==> src/rtl/alu_cdb_pkg.sv <==
`default_nettype none
// ============================================================================
// Module   : alu_cdb_pkg
// Purpose  : Shared widths, ROB tag constants and inside-opcode encodings for
//            the integer execution unit and its CDB broadcast stage.
// Revision : 1.0  initial release
// ============================================================================
package alu_cdb_pkg;

    localparam int DATA_WIDTH          = 32;
    localparam int ROB_TAG_WIDTH       = 4;
    localparam int INSIDE_OPCODE_WIDTH = 6;

    localparam logic [ROB_TAG_WIDTH-1:0] ZERO_TAG_ROB = '0;
    localparam logic                     TRUE         = 1'b1;
    localparam logic                     FALSE        = 1'b0;

    // Inside opcodes. The immediate-operand ALU ops (ADDI..SRAI) occupy a
    // contiguous range so operand-2 selection is a simple range test.
    localparam logic [INSIDE_OPCODE_WIDTH-1:0] NOP      = 6'd0;
    localparam logic [INSIDE_OPCODE_WIDTH-1:0] OP_LUI   = 6'd1;
    localparam logic [INSIDE_OPCODE_WIDTH-1:0] OP_AUIPC = 6'd2;
    localparam logic [INSIDE_OPCODE_WIDTH-1:0] OP_JAL   = 6'd3;
    localparam logic [INSIDE_OPCODE_WIDTH-1:0] OP_JALR  = 6'd4;
    localparam logic [INSIDE_OPCODE_WIDTH-1:0] OP_BEQ   = 6'd5;
    localparam logic [INSIDE_OPCODE_WIDTH-1:0] OP_BNE   = 6'd6;
    localparam logic [INSIDE_OPCODE_WIDTH-1:0] OP_BLT   = 6'd7;
    localparam logic [INSIDE_OPCODE_WIDTH-1:0] OP_BGE   = 6'd8;
    localparam logic [INSIDE_OPCODE_WIDTH-1:0] OP_BLTU  = 6'd9;
    localparam logic [INSIDE_OPCODE_WIDTH-1:0] OP_BGEU  = 6'd10;
    localparam logic [INSIDE_OPCODE_WIDTH-1:0] OP_ADDI  = 6'd11;
    localparam logic [INSIDE_OPCODE_WIDTH-1:0] OP_SLTI  = 6'd12;
    localparam logic [INSIDE_OPCODE_WIDTH-1:0] OP_SLTIU = 6'd13;
    localparam logic [INSIDE_OPCODE_WIDTH-1:0] OP_XORI  = 6'd14;
    localparam logic [INSIDE_OPCODE_WIDTH-1:0] OP_ORI   = 6'd15;
    localparam logic [INSIDE_OPCODE_WIDTH-1:0] OP_ANDI  = 6'd16;
    localparam logic [INSIDE_OPCODE_WIDTH-1:0] OP_SLLI  = 6'd17;
    localparam logic [INSIDE_OPCODE_WIDTH-1:0] OP_SRLI  = 6'd18;
    localparam logic [INSIDE_OPCODE_WIDTH-1:0] OP_SRAI  = 6'd19;
    localparam logic [INSIDE_OPCODE_WIDTH-1:0] OP_ADD   = 6'd20;
    localparam logic [INSIDE_OPCODE_WIDTH-1:0] OP_SUB   = 6'd21;
    localparam logic [INSIDE_OPCODE_WIDTH-1:0] OP_SLL   = 6'd22;
    localparam logic [INSIDE_OPCODE_WIDTH-1:0] OP_SLT   = 6'd23;
    localparam logic [INSIDE_OPCODE_WIDTH-1:0] OP_SLTU  = 6'd24;
    localparam logic [INSIDE_OPCODE_WIDTH-1:0] OP_XOR   = 6'd25;
    localparam logic [INSIDE_OPCODE_WIDTH-1:0] OP_SRL   = 6'd26;
    localparam logic [INSIDE_OPCODE_WIDTH-1:0] OP_SRA   = 6'd27;
    localparam logic [INSIDE_OPCODE_WIDTH-1:0] OP_OR    = 6'd28;
    localparam logic [INSIDE_OPCODE_WIDTH-1:0] OP_AND   = 6'd29;

    // True for ops whose second ALU operand is the immediate.
    function automatic logic is_imm_op(input logic [INSIDE_OPCODE_WIDTH-1:0] op);
        return (op >= OP_ADDI) && (op <= OP_SRAI);
    endfunction

endpackage
`default_nettype wire

==> src/rtl/alu_cdb_alu_core.sv <==
`default_nettype none
// ============================================================================
// Module   : alu_core
// Purpose  : Purely combinational RV32I integer datapath.
//            (op, v1, v2, imm, pc) -> (value, jump, target, known)
// Ports    : i_op      inside opcode
//            i_v1/i_v2 resolved rs1/rs2 operands
//            i_imm     sign-extended immediate
//            i_pc      instruction pc
//            o_value   rd result
//            o_jump    control transfer taken
//            o_target  next pc (pc+4 for non-control ops)
//            o_known   opcode is a recognised ALU op
// Revision : 1.0  initial release
// ============================================================================
module alu_core
    import alu_cdb_pkg::*;
#(
    parameter int DATA_W = DATA_WIDTH,
    parameter int OP_W   = INSIDE_OPCODE_WIDTH
) (
    input  logic [OP_W-1:0]   i_op,
    input  logic [DATA_W-1:0] i_v1,
    input  logic [DATA_W-1:0] i_v2,
    input  logic [DATA_W-1:0] i_imm,
    input  logic [DATA_W-1:0] i_pc,
    output logic [DATA_W-1:0] o_value,
    output logic              o_jump,
    output logic [DATA_W-1:0] o_target,
    output logic              o_known
);

    logic [DATA_W-1:0] w_op2;
    logic [4:0]        w_shamt;
    logic [DATA_W-1:0] w_pc_plus4;
    logic [DATA_W-1:0] w_pc_plus_imm;
    logic [DATA_W-1:0] w_jalr_sum;
    logic              w_eq;
    logic              w_lt_s;
    logic              w_lt_u;
    logic              w_is_branch;
    logic              w_taken;

    // Branch ops are never immediate ops, so w_op2 equals v2 for compares.
    assign w_op2         = is_imm_op(i_op) ? i_imm : i_v2;
    assign w_shamt       = w_op2[4:0];
    assign w_pc_plus4    = i_pc + DATA_W'(4);
    assign w_pc_plus_imm = i_pc + i_imm;
    assign w_jalr_sum    = i_v1 + i_imm;
    assign w_eq          = (i_v1 == w_op2);
    assign w_lt_s        = ($signed(i_v1) < $signed(w_op2));
    assign w_lt_u        = (i_v1 < w_op2);

    always_comb begin
        o_value     = '0;
        o_jump      = FALSE;
        o_target    = w_pc_plus4;
        o_known     = TRUE;
        w_is_branch = FALSE;
        w_taken     = FALSE;
        case (i_op)
            OP_LUI:   o_value = i_imm;
            OP_AUIPC: o_value = w_pc_plus_imm;
            OP_JAL: begin
                o_value  = w_pc_plus4;
                o_jump   = TRUE;
                o_target = w_pc_plus_imm;
            end
            OP_JALR: begin
                o_value  = w_pc_plus4;
                o_jump   = TRUE;
                o_target = {w_jalr_sum[DATA_W-1:1], 1'b0};
            end
            OP_BEQ:  begin w_is_branch = TRUE; w_taken = w_eq;    end
            OP_BNE:  begin w_is_branch = TRUE; w_taken = !w_eq;   end
            OP_BLT:  begin w_is_branch = TRUE; w_taken = w_lt_s;  end
            OP_BGE:  begin w_is_branch = TRUE; w_taken = !w_lt_s; end
            OP_BLTU: begin w_is_branch = TRUE; w_taken = w_lt_u;  end
            OP_BGEU: begin w_is_branch = TRUE; w_taken = !w_lt_u; end
            OP_ADDI, OP_ADD:   o_value = i_v1 + w_op2;
            OP_SUB:            o_value = i_v1 - w_op2;
            OP_SLTI, OP_SLT:   o_value = {{(DATA_W-1){1'b0}}, w_lt_s};
            OP_SLTIU, OP_SLTU: o_value = {{(DATA_W-1){1'b0}}, w_lt_u};
            OP_XORI, OP_XOR:   o_value = i_v1 ^ w_op2;
            OP_ORI, OP_OR:     o_value = i_v1 | w_op2;
            OP_ANDI, OP_AND:   o_value = i_v1 & w_op2;
            OP_SLLI, OP_SLL:   o_value = i_v1 << w_shamt;
            OP_SRLI, OP_SRL:   o_value = i_v1 >> w_shamt;
            OP_SRAI, OP_SRA:   o_value = $signed(i_v1) >>> w_shamt;
            default:           o_known = FALSE;
        endcase
        if (w_is_branch) begin
            o_jump   = w_taken;
            o_target = w_taken ? w_pc_plus_imm : w_pc_plus4;
        end
    end

endmodule
`default_nettype wire

==> src/rtl/alu_cdb.sv <==
`default_nettype none
// ============================================================================
// Module   : alu_cdb
// Purpose  : Integer execution unit behind the RS issue port. Captures one
//            issued op per cycle and broadcasts {tag, value, jump, target}
//            on the ALU CDB one cycle later. ROB misbranch kills the op being
//            captured; rdy=0 freezes all state.
// Ports    : clk, rst (async, active-high), rdy (global ready)
//            in_rs_*          issued op, operands, imm, pc, ROB tag
//            in_rob_misbranch flush request
//            out_cdb_*        registered broadcast; tag 0 = no broadcast
// Revision : 1.0  initial release
// ============================================================================
module alu_cdb
    import alu_cdb_pkg::*;
#(
    parameter int DATA_W    = DATA_WIDTH,
    parameter int ROB_TAG_W = ROB_TAG_WIDTH,
    parameter int OP_W      = INSIDE_OPCODE_WIDTH
) (
    input  logic                 clk,
    input  logic                 rst,
    input  logic                 rdy,
    input  logic [OP_W-1:0]      in_rs_op,
    input  logic [DATA_W-1:0]    in_rs_value1,
    input  logic [DATA_W-1:0]    in_rs_value2,
    input  logic [DATA_W-1:0]    in_rs_imm,
    input  logic [ROB_TAG_W-1:0] in_rs_rob_tag,
    input  logic [DATA_W-1:0]    in_rs_pc,
    input  logic                 in_rob_misbranch,
    output logic [ROB_TAG_W-1:0] out_cdb_tag,
    output logic [DATA_W-1:0]    out_cdb_value,
    output logic                 out_cdb_jump,
    output logic [DATA_W-1:0]    out_cdb_target
);

    logic [DATA_W-1:0]    w_value;
    logic                 w_jump;
    logic [DATA_W-1:0]    w_target;
    logic                 w_known;
    logic                 w_capture;

    logic [ROB_TAG_W-1:0] r_tag;
    logic [DATA_W-1:0]    r_value;
    logic                 r_jump;
    logic [DATA_W-1:0]    r_target;

    alu_core #(
        .DATA_W (DATA_W),
        .OP_W   (OP_W)
    ) u_core (
        .i_op     (in_rs_op),
        .i_v1     (in_rs_value1),
        .i_v2     (in_rs_value2),
        .i_imm    (in_rs_imm),
        .i_pc     (in_rs_pc),
        .o_value  (w_value),
        .o_jump   (w_jump),
        .o_target (w_target),
        .o_known  (w_known)
    );

    // Unknown opcodes fall out through w_known and behave like NOP.
    assign w_capture = !in_rob_misbranch && w_known &&
                       (in_rs_op != OP_W'(NOP)) &&
                       (in_rs_rob_tag != ZERO_TAG_ROB);

    always_ff @(posedge clk or posedge rst) begin
        if (rst) begin
            r_tag    <= '0;
            r_value  <= '0;
            r_jump   <= 1'b0;
            r_target <= '0;
        end else if (rdy) begin
            if (w_capture) begin
                r_tag    <= in_rs_rob_tag;
                r_value  <= w_value;
                r_jump   <= w_jump;
                r_target <= w_target;
            end else begin
                // Value/target are left as-is; only tag and jump must clear.
                r_tag  <= ZERO_TAG_ROB;
                r_jump <= FALSE;
            end
        end
    end

    assign out_cdb_tag    = r_tag;
    assign out_cdb_value  = r_value;
    assign out_cdb_jump   = r_jump;
    assign out_cdb_target = r_target;

endmodule
`default_nettype wire

==> config.mk <==
export PLATFORM = sky130hd
export DESIGN_NAME = alu_cdb
export DESIGN_NICKNAME = d
export VERILOG_FILES = /design/src/rtl/alu_cdb_pkg.sv /design/src/rtl/alu_cdb_alu_core.sv /design/src/rtl/alu_cdb.sv
export SDC_FILE = /design/constraint.sdc
export NUM_CORES = 1
export LEC_CHECK = 0
export CORE_MARGIN = 8
export CORE_UTILIZATION = 42
export CTS_BUF_LIST = sky130_fd_sc_hd__clkbuf_8
export DETAILED_ROUTE_END_ITERATION = 8
export GPL_ROUTABILITY_DRIVEN = 1
export RECOVER_POWER = 50
export SLEW_MARGIN = 20
export SYNTH_ARGS = -nofsm -noshare
export SYNTH_HDL_FRONTEND = slang
export SYNTH_SLANG_ARGS = --single-unit
==> constraint.sdc <==
create_clock -name clk -period 5.25 [get_ports clk]
set_clock_uncertainty 0.2 [all_clocks]
set_input_delay 0.525 -clock clk [delete_from_list [all_inputs] [get_ports clk]]
set_output_delay 0.525 -clock clk [all_outputs]
set_load 0.05 [all_outputs]
==> summary.md, run 1 <==
| Metric | Value |
|---|---|
| Failing checks | `max-capacitance violations, max-slew violations` |
| Die Span X | `roughly 220 um` |
| ANT nets after route | `0` |
| P&R area growth vs syn | `30.6%` |
| Min-delay worst type | `reg2reg` |
| DRT iter0 DRCs | `3,248` |
| Fmax | `193 MHz` |
| Initial Utilization | `0.424` |
| Critical Path Fanout Max | `20` |
| Setup crit end | `out_cdb_value[23]` |
| Design area | `22,000 um^2` |
| Final Util | `0.554` |
| Clock slew seen by the registers of the worst setup and hold paths | `roughly 0.10 ns` |
| Worst slew margin | `-0.610` |
| Combinational power share | `0.699` |
| Layout cell share with drive strength beyond 1 | `0.163` |
| WHS Path Cells | `2` |
| WL final | `~100,000 um` |
| Clock power share | `0.140` |
| Seq pwr share | `0.161` |
| RSZ-0062 raised after global routing | `false` |
| Gpl congestion | `around 1.1` |
| Async S/R FF share, synth | `1.00` |
| Synth Area per Inst | `7.02 um^2` |
| Commonest cells in the netlist | `266 x a21oi_1, 198 x nor2_1, 187 x nand2_1` |
| Power Density | `208 nW/um^2` |
| WP data required | `5.42 ns` |
| DRT Pass-1 Iters | `6` |
| Top cell type's share of synthesized area | `0.124` |
| Num CTS Buffers | `9` |
| Hold Vio Cnt, Final | `0` |
| Top cell type by total area after synthesis | `ha_1` |
| Num rows | `73` |
| CP startpoint kind | `primary input` |
| Post-synthesis cell area | `~17,000 um^2` |
| Top cell family by delay on the critical path | `compound AO/OA/AOI/OAI gates` |
| # clock sinks | `69` |
| Area after DPL | `~22,000 um^2` |
| Reg2reg end | `out_cdb_value[30]` |
| Post-Syn Instances | `between 2,000 and 2,500` |
| Latest clock arrival within the worst-skew pair | `approximately 0.43 ns` |
| Largest stage delay, worst path | `0.71 ns` |
| Final Max Tran Viols | `72` |
| Final Cycle Share | `0.987` |
| Via count | `about 22,000` |
| Post-DP HPWL | `80,100 um` |
| Max_cap viols | `2` |
| Synthesis-stage register bit count | `69` |
| Maximum vdd drop | `129 uV` |
| Post-layout min period | `5.18 ns` |
| Post-cts hold buffer count | `0` |
| H-tree Lvls | `3` |
| Count leader, synth | `a21oi_1` |
| CTS tree | `yes` |
| Reg2reg setup slack | `between 3 and 4 ns` |
| TNS Setup | `0 ns` |
| NetSw | `2.43 mW` |
| Ranking of synthesized cells by area | `ha_1 12%, dfrtp_1 10%, a21oi_1 7.9%` |
| Worst Path Arrival | `~5.4 ns` |
| Syn_nets | `2,716` |
| Largest net degree at the start of global routing | `63` |
| Worst r2r src | `out_cdb_value[30]` |
| Die Height | `216 um` |
| GR Overflow Total | `0` |
| Ports | `around 210` |
| Power, Total | `about 4.6 mW` |
| Die area | `roughly 47,000 um^2` |
| Setup Viol. Count Final | `0` |
| Internal | `roughly 2.2 mW` |
| First-pass GRT wire length | `between 100,000 and 150,000 um` |
| Port Buf Inserts | `210` |
| Post-synth EDFFs | `0` |
| Slowest-stage cell, CP | `or4b_2` |
| Worst path bufs/invs | `5` |
| Dominant synthesized flop cell | `dfrtp_1` |
| Initial antenna violation count | `2` |
| Worst path cell trace | `clkdlybuf4s50_1, buf_4, a21oi_1, o211ai_1, o21a_2, inv_2, ha_1, a211oi_1, nor2_1, o41ai_2, buf_4, a211oi_2, or4b_2, and2_1, buf_4, xnor2_1, o22ai_1, nor3_1, a31oi_1` |
| WS Path Type | `in2reg` |
| Vias in the first global route | `between 20,000 and 25,000` |
| Final net count | `a little over 3,000` |
| R2R cell count | `4` |
| Crit path depth | `19` |
| Core ar. | `39,700 um^2` |
| Sw Ratio | `0.529` |
| Leakage | `a little under 10 nW` |
| Vias per Instance | `6.77` |
| Setup crit end kind | `flip-flop` |
| YS warnings | `0` |
| CTS root buffer | `clkbuf_8` |
| Gr usage total | `0.396` |
| Detailed-route DRC error count | `0` |
| Outcome | `finished with violations` |
| Worst-margin pin slew | `~2.4 ns` |
| Clock buffer depth | `2` |
| Worst path most repeated cell | `buf_4` |
| Worst Setup SP | `in_rs_op[0]` |
| Netlist cell types | `between 80 and 90` |
| WL per Instance | `a little under 30 um` |
| Post-synthesis sequential area ratio | `0.102` |
[stage by stage]
| stage | worst slack (ns) | hold slack [ns] | cells |
|---|---|---|---|
| floorplan | -0.0175 | 0.454 | 2404 |
| global placement | -0.335 | 0.267 | 3302 |
| detailed placement | -0.575 | 0.278 | 3302 |
| CTS | 0.0228 | 0.291 | 3319 |
| global route | 0.00817 | 0.314 | 3324 |
| finish | 0.0681 | 0.293 | 3324 |
[what timing repair did]
item                       CTS  global route
setup endpoints to repair   17            38
pin swaps                    0             8
buffers inserted             1             2
gates resized for setup      5            37
cloned                       0             2
[routing by layer]
layer | wire (um) | GRT usage
met5 | 0 | 0
met4 | 3830 | 0.138
met3 | 13300 | 0.102
met2 | 40000 | 0.577
met1 | 41200 | 0.557
[kinds of logic (layout without fill, tap and decap cells)]
logic type                 Yosys count  count (layout)  synth area share
DFF                                 69              69             0.102
buffers and inverters              287             681            0.0680
muxes                              127             127            0.0791
adders and majority gates          170             170             0.127
xor gates and xnor gates           114             114            0.0592
AOI/OAI and AO/OA                  941             941             0.370
and+or+nand+nor                    696             696             0.194
other                                0               1                 0
[cell type report]
class / instances / area [um^2]
Clock inverter: 5 / 106
Clock buffer: 11 / 151
Tap cell: 525 / 657
Sequential cell: 69 / 1730
Antenna cell: 1 / 2.50
Fill cell: 3906 / 17700
Timing Repair Buffer: 541 / 4710
Inverter: 124 / 467
Multi-Input combinational cell: 2048 / 14200
[power groups by stage]
stage | Sequential [mW] | Combinational, mW | Clock, mW
floorplan | 1.09 | 1.42 | 0
global placement | 0.742 | 3.05 | 0
detailed placement | 0.743 | 3.07 | 0
CTS | 0.734 | 3.08 | 0.634
global route | 0.742 | 3.35 | 0.651
finish | 0.737 | 3.20 | 0.642
[tightest hold or removal path: stages, from the launching register on]
cell and delay, ns:
dfrtp_1 0.36, nand2_1 0.05, o21ai_0 0.06
[how the worst min path moves through the flow]
stage                                start               end  slack, ns
after global placement    out_cdb_value[0]  out_cdb_value[0]       0.27
after floorplan           in_rs_rob_tag[3]    out_cdb_tag[3]       0.45
after detailed placement  out_cdb_value[2]  out_cdb_value[2]       0.28
after CTS                              rst  out_cdb_value[5]       0.29
after global routing          out_cdb_jump      out_cdb_jump       0.31
final                     out_cdb_value[2]  out_cdb_value[2]       0.29
[layout by cell type (no fill, tap or decap), types with 18 or more instances in the layout]
| cell | instances |
|---|---|
| a211oi_1 | 31 |
| a21o_1 | 63 |
| a21oi_1 | 264 |
| a221oi_1 | 45 |
| a22oi_1 | 34 |
| a31oi_1 | 40 |
| and2_1 | 18 |
| and3_1 | 18 |
| buf_4 | 319 |
| clkdlybuf4s50_1 | 171 |
| dfrtp_1 | 69 |
| dlygate4sd3_1 | 35 |
| ha_1 | 166 |
| inv_1 | 115 |
| mux2_2 | 39 |
| mux2i_1 | 83 |
| nand2_1 | 187 |
| nand2b_1 | 27 |
| nand3_1 | 65 |
| nand4_1 | 20 |
| nor2_1 | 193 |
| nor3_1 | 77 |
| o211ai_1 | 43 |
| o21ai_0 | 158 |
| o21bai_1 | 31 |
| o221ai_1 | 27 |
| o22ai_1 | 25 |
| xnor2_1 | 75 |
| xor2_1 | 39 |
[registers in the layout (all words and copies together), names as in the netlist]
signal / flops
out_cdb_value: 32
out_cdb_jump: 1
out_cdb_tag: 4
out_cdb_target: 32
No activity file was read; power rests on OpenSTA's default activity.
==> run 2, diff against run 1 <==
--- a/config.mk
+++ b/config.mk
@@ -11,6 +11,7 @@
 export DETAILED_ROUTE_END_ITERATION = 8
 export GPL_ROUTABILITY_DRIVEN = 1
 export RECOVER_POWER = 50
+export SETUP_SLACK_MARGIN = 0.05
 export SLEW_MARGIN = 20
 export SYNTH_ARGS = -nofsm -noshare
 export SYNTH_HDL_FRONTEND = slang
==> constraint.sdc (replaced) <==
create_clock -name clk -period 5.5 [get_ports clk]
set_clock_uncertainty 0.2 [all_clocks]
set_input_delay 0.55 -clock clk [delete_from_list [all_inputs] [get_ports clk]]
set_output_delay 0.55 -clock clk [all_outputs]
set_load 0.05 [all_outputs]
==> summary.md, run 2 (synthesis gave the netlist of run 1 again) <==
| Metric | Value |
|---|---|
| Setup crit end kind | `flip-flop` |
| Min-delay worst type | `reg2reg` |
| Final Max Tran Viols | `roughly 70` |
| Max_cap viols | `2` |
| Worst Setup SP | `in_rs_op[5]` |
| Final Cycle Share | `0.982` |
| Failing checks | `max-capacitance violations, max-slew violations` |
| Reg2reg end | `out_cdb_value[30]` |
| Commonest non-fill, non-tap cell in the layout | `a21oi_1` |
| Reg2reg setup slack | `3.78 ns` |
| Vias per Instance | `about 6.7` |
| Worst Path Arrival | `5.50 ns` |
| GR Overflow Total | `0` |
| Setup crit end | `out_cdb_value[30]` |
| H-tree Lvls | `3` |
| Final Util | `0.531` |
| Finished Layout Cells | `about 3,200` |
| Layout cell share with drive strength beyond 1 | `0.131` |
| Initial Utilization | `0.424` |
| Clock buffer depth | `2` |
| Num CTS Buffers | `9` |
| Post-layout min period | `between 5 and 6 ns` |
| WP data required | `roughly 5.6 ns` |
| Post-DP HPWL | `a little under 80,000 um` |
| ANT nets after route | `0` |
| Outcome | `finished with violations` |
| Fin Hold WS | `0.278 ns` |
| Die Height | `around 220 um` |
| CP startpoint kind | `primary input` |
| Critical Path Fanout Max | `5` |
| DRT Pass-1 Iters | `6` |
| Worst-margin pin slew | `2.37 ns` |
| Most frequent cells in the layout | `265 x a21oi_1, 242 x buf_4, 194 x nor2_1` |
| Hold Vio Cnt, Final | `0` |
| Ports | `between 200 and 250` |
| Setup WS post-layout | `~0.10 ns` |
| Clock slew seen by the registers of the worst setup and hold paths | `about 0.10 ns` |
| WS Path Type | `in2reg` |
| Port Buf Inserts | `210` |
| Place WS | `-0.241 ns` |
| WL per Instance | `approximately 29 um` |
| Post-cts hold buffer count | `0` |
| R2R cell count | `4` |
| Worst r2r src | `out_cdb_value[30]` |
| Leakage | `9.08 nW` |
| Die Span X | `about 220 um` |
| # clock sinks | `between 60 and 70` |
| Core ar. | `just under 40,000 um^2` |
| P&R area growth vs syn | `25.2%` |
| CTS root buffer | `clkbuf_8` |
| Gr usage total | `0.386` |
| First-pass GRT wire length | `~140,000 um` |
| WL final | `between 90,000 and 100,000 um` |
| Num rows | `73` |
| Via count | `~22,000` |
| Gpl congestion | `between 1 and 1.5` |
| Fmax | `around 190 MHz` |
| Initial antenna violation count | `5` |
| CTS tree | `yes` |
| Die area | `between 40,000 and 50,000 um^2` |
| Power Density | `between 150 and 200 nW/um^2` |
| Vias in the first global route | `between 20,000 and 25,000` |
| Maximum vdd drop | `roughly 110 uV` |
| Post-CTS Repair Setup Buffers | `0` |
| Setup Viol. Count Final | `0` |
| RSZ-0062 raised after global routing | `false` |
| Detailed-route DRC error count | `0` |
| Inst Count DP | `between 3,000 and 4,000` |
| Largest net degree at the start of global routing | `61` |
| Latest clock arrival within the worst-skew pair | `roughly 0.42 ns` |
| Final net count | `just over 3,000` |
| DRT iter0 DRCs | `3,076` |
| Worst slew margin | `-0.579` |
## run 2: critical path, cell delays in order
cell,delay (ns)
clkdlybuf4s50_1,0.52
or4b_1,0.62
buf_4,0.18
o211ai_1,0.12
nand2_1,0.11
ha_1,0.25
buf_4,0.17
fa_1,0.45
a21o_1,0.24
nand4_1,0.15
nand3_1,0.13
a21o_1,0.24
a31oi_1,0.25
o21bai_1,0.17
a311oi_1,0.39
buf_4,0.22
o31ai_1,0.08
a2111oi_1,0.49
a31oi_1,0.15
## run 2: metal layers
layer | vias up | global-route usage | share of wire
met5 | - | 0 | 0.00028
met2 | 1517 | 0.554 | 0.40
met3 | 211 | 0.0967 | 0.13
met4 | 4 | 0.142 | 0.039
li1 | 9641 | - | -
met1 | 10313 | 0.547 | 0.43
## run 2: metrics by stage
step / instance area (um^2) / power (mW) / TNS [ns]
global route: 21100 / 4.29 / 0
floorplan: 16900 / 2.40 / 0
detailed placement: 20900 / 3.55 / -4.65
global placement: 20900 / 3.54 / -0.258
finish: 21100 / 4.13 / 0
CTS: 21100 / 4.04 / 0
## run 2: power by group
group / internal, mW / total [mW] / switching (mW)
Combinational: 1.05 / 2.94 / 1.89
Clock: 0.207 / 0.483 / 0.276
Sequential: 0.610 / 0.705 / 0.0952
Total: 1.87 / 4.13 / 2.26
## run 2: layout make-up
cell class                      instances  area (um^2)
Antenna cell                            1         2.50
Multi-Input combinational cell       2048        14100
Sequential cell                        69         1730
Clock inverter                          7         67.6
Inverter                              124          467
Tap cell                              525          657
Clock buffer                            9          124
Fill cell                            4039        18600
Timing Repair Buffer                  455         3960
## run 2: worst min-delay path by stage
| stage | from | end | slack (ns) | depth (start not counted) |
|---|---|---|---|---|
| floorplan | in_rs_rob_tag[3] | out_cdb_tag[3] | 0.48 | 1 |
| global placement | out_cdb_value[8] | out_cdb_value[8] | 0.27 | 2 |
| detailed placement | out_cdb_jump | out_cdb_jump | 0.27 | 1 |
| CTS | out_cdb_jump | out_cdb_jump | 0.29 | 1 |
| global route | out_cdb_value[8] | out_cdb_value[8] | 0.32 | 2 |
| finish | out_cdb_jump | out_cdb_jump | 0.28 | 1 |
## run 2: repair_timing
item / in CTS / in global routing
resized for setup: 0 / 9
endpoints found under the hold margin: 0 / 0
setup endpoints to repair: 0 / 30
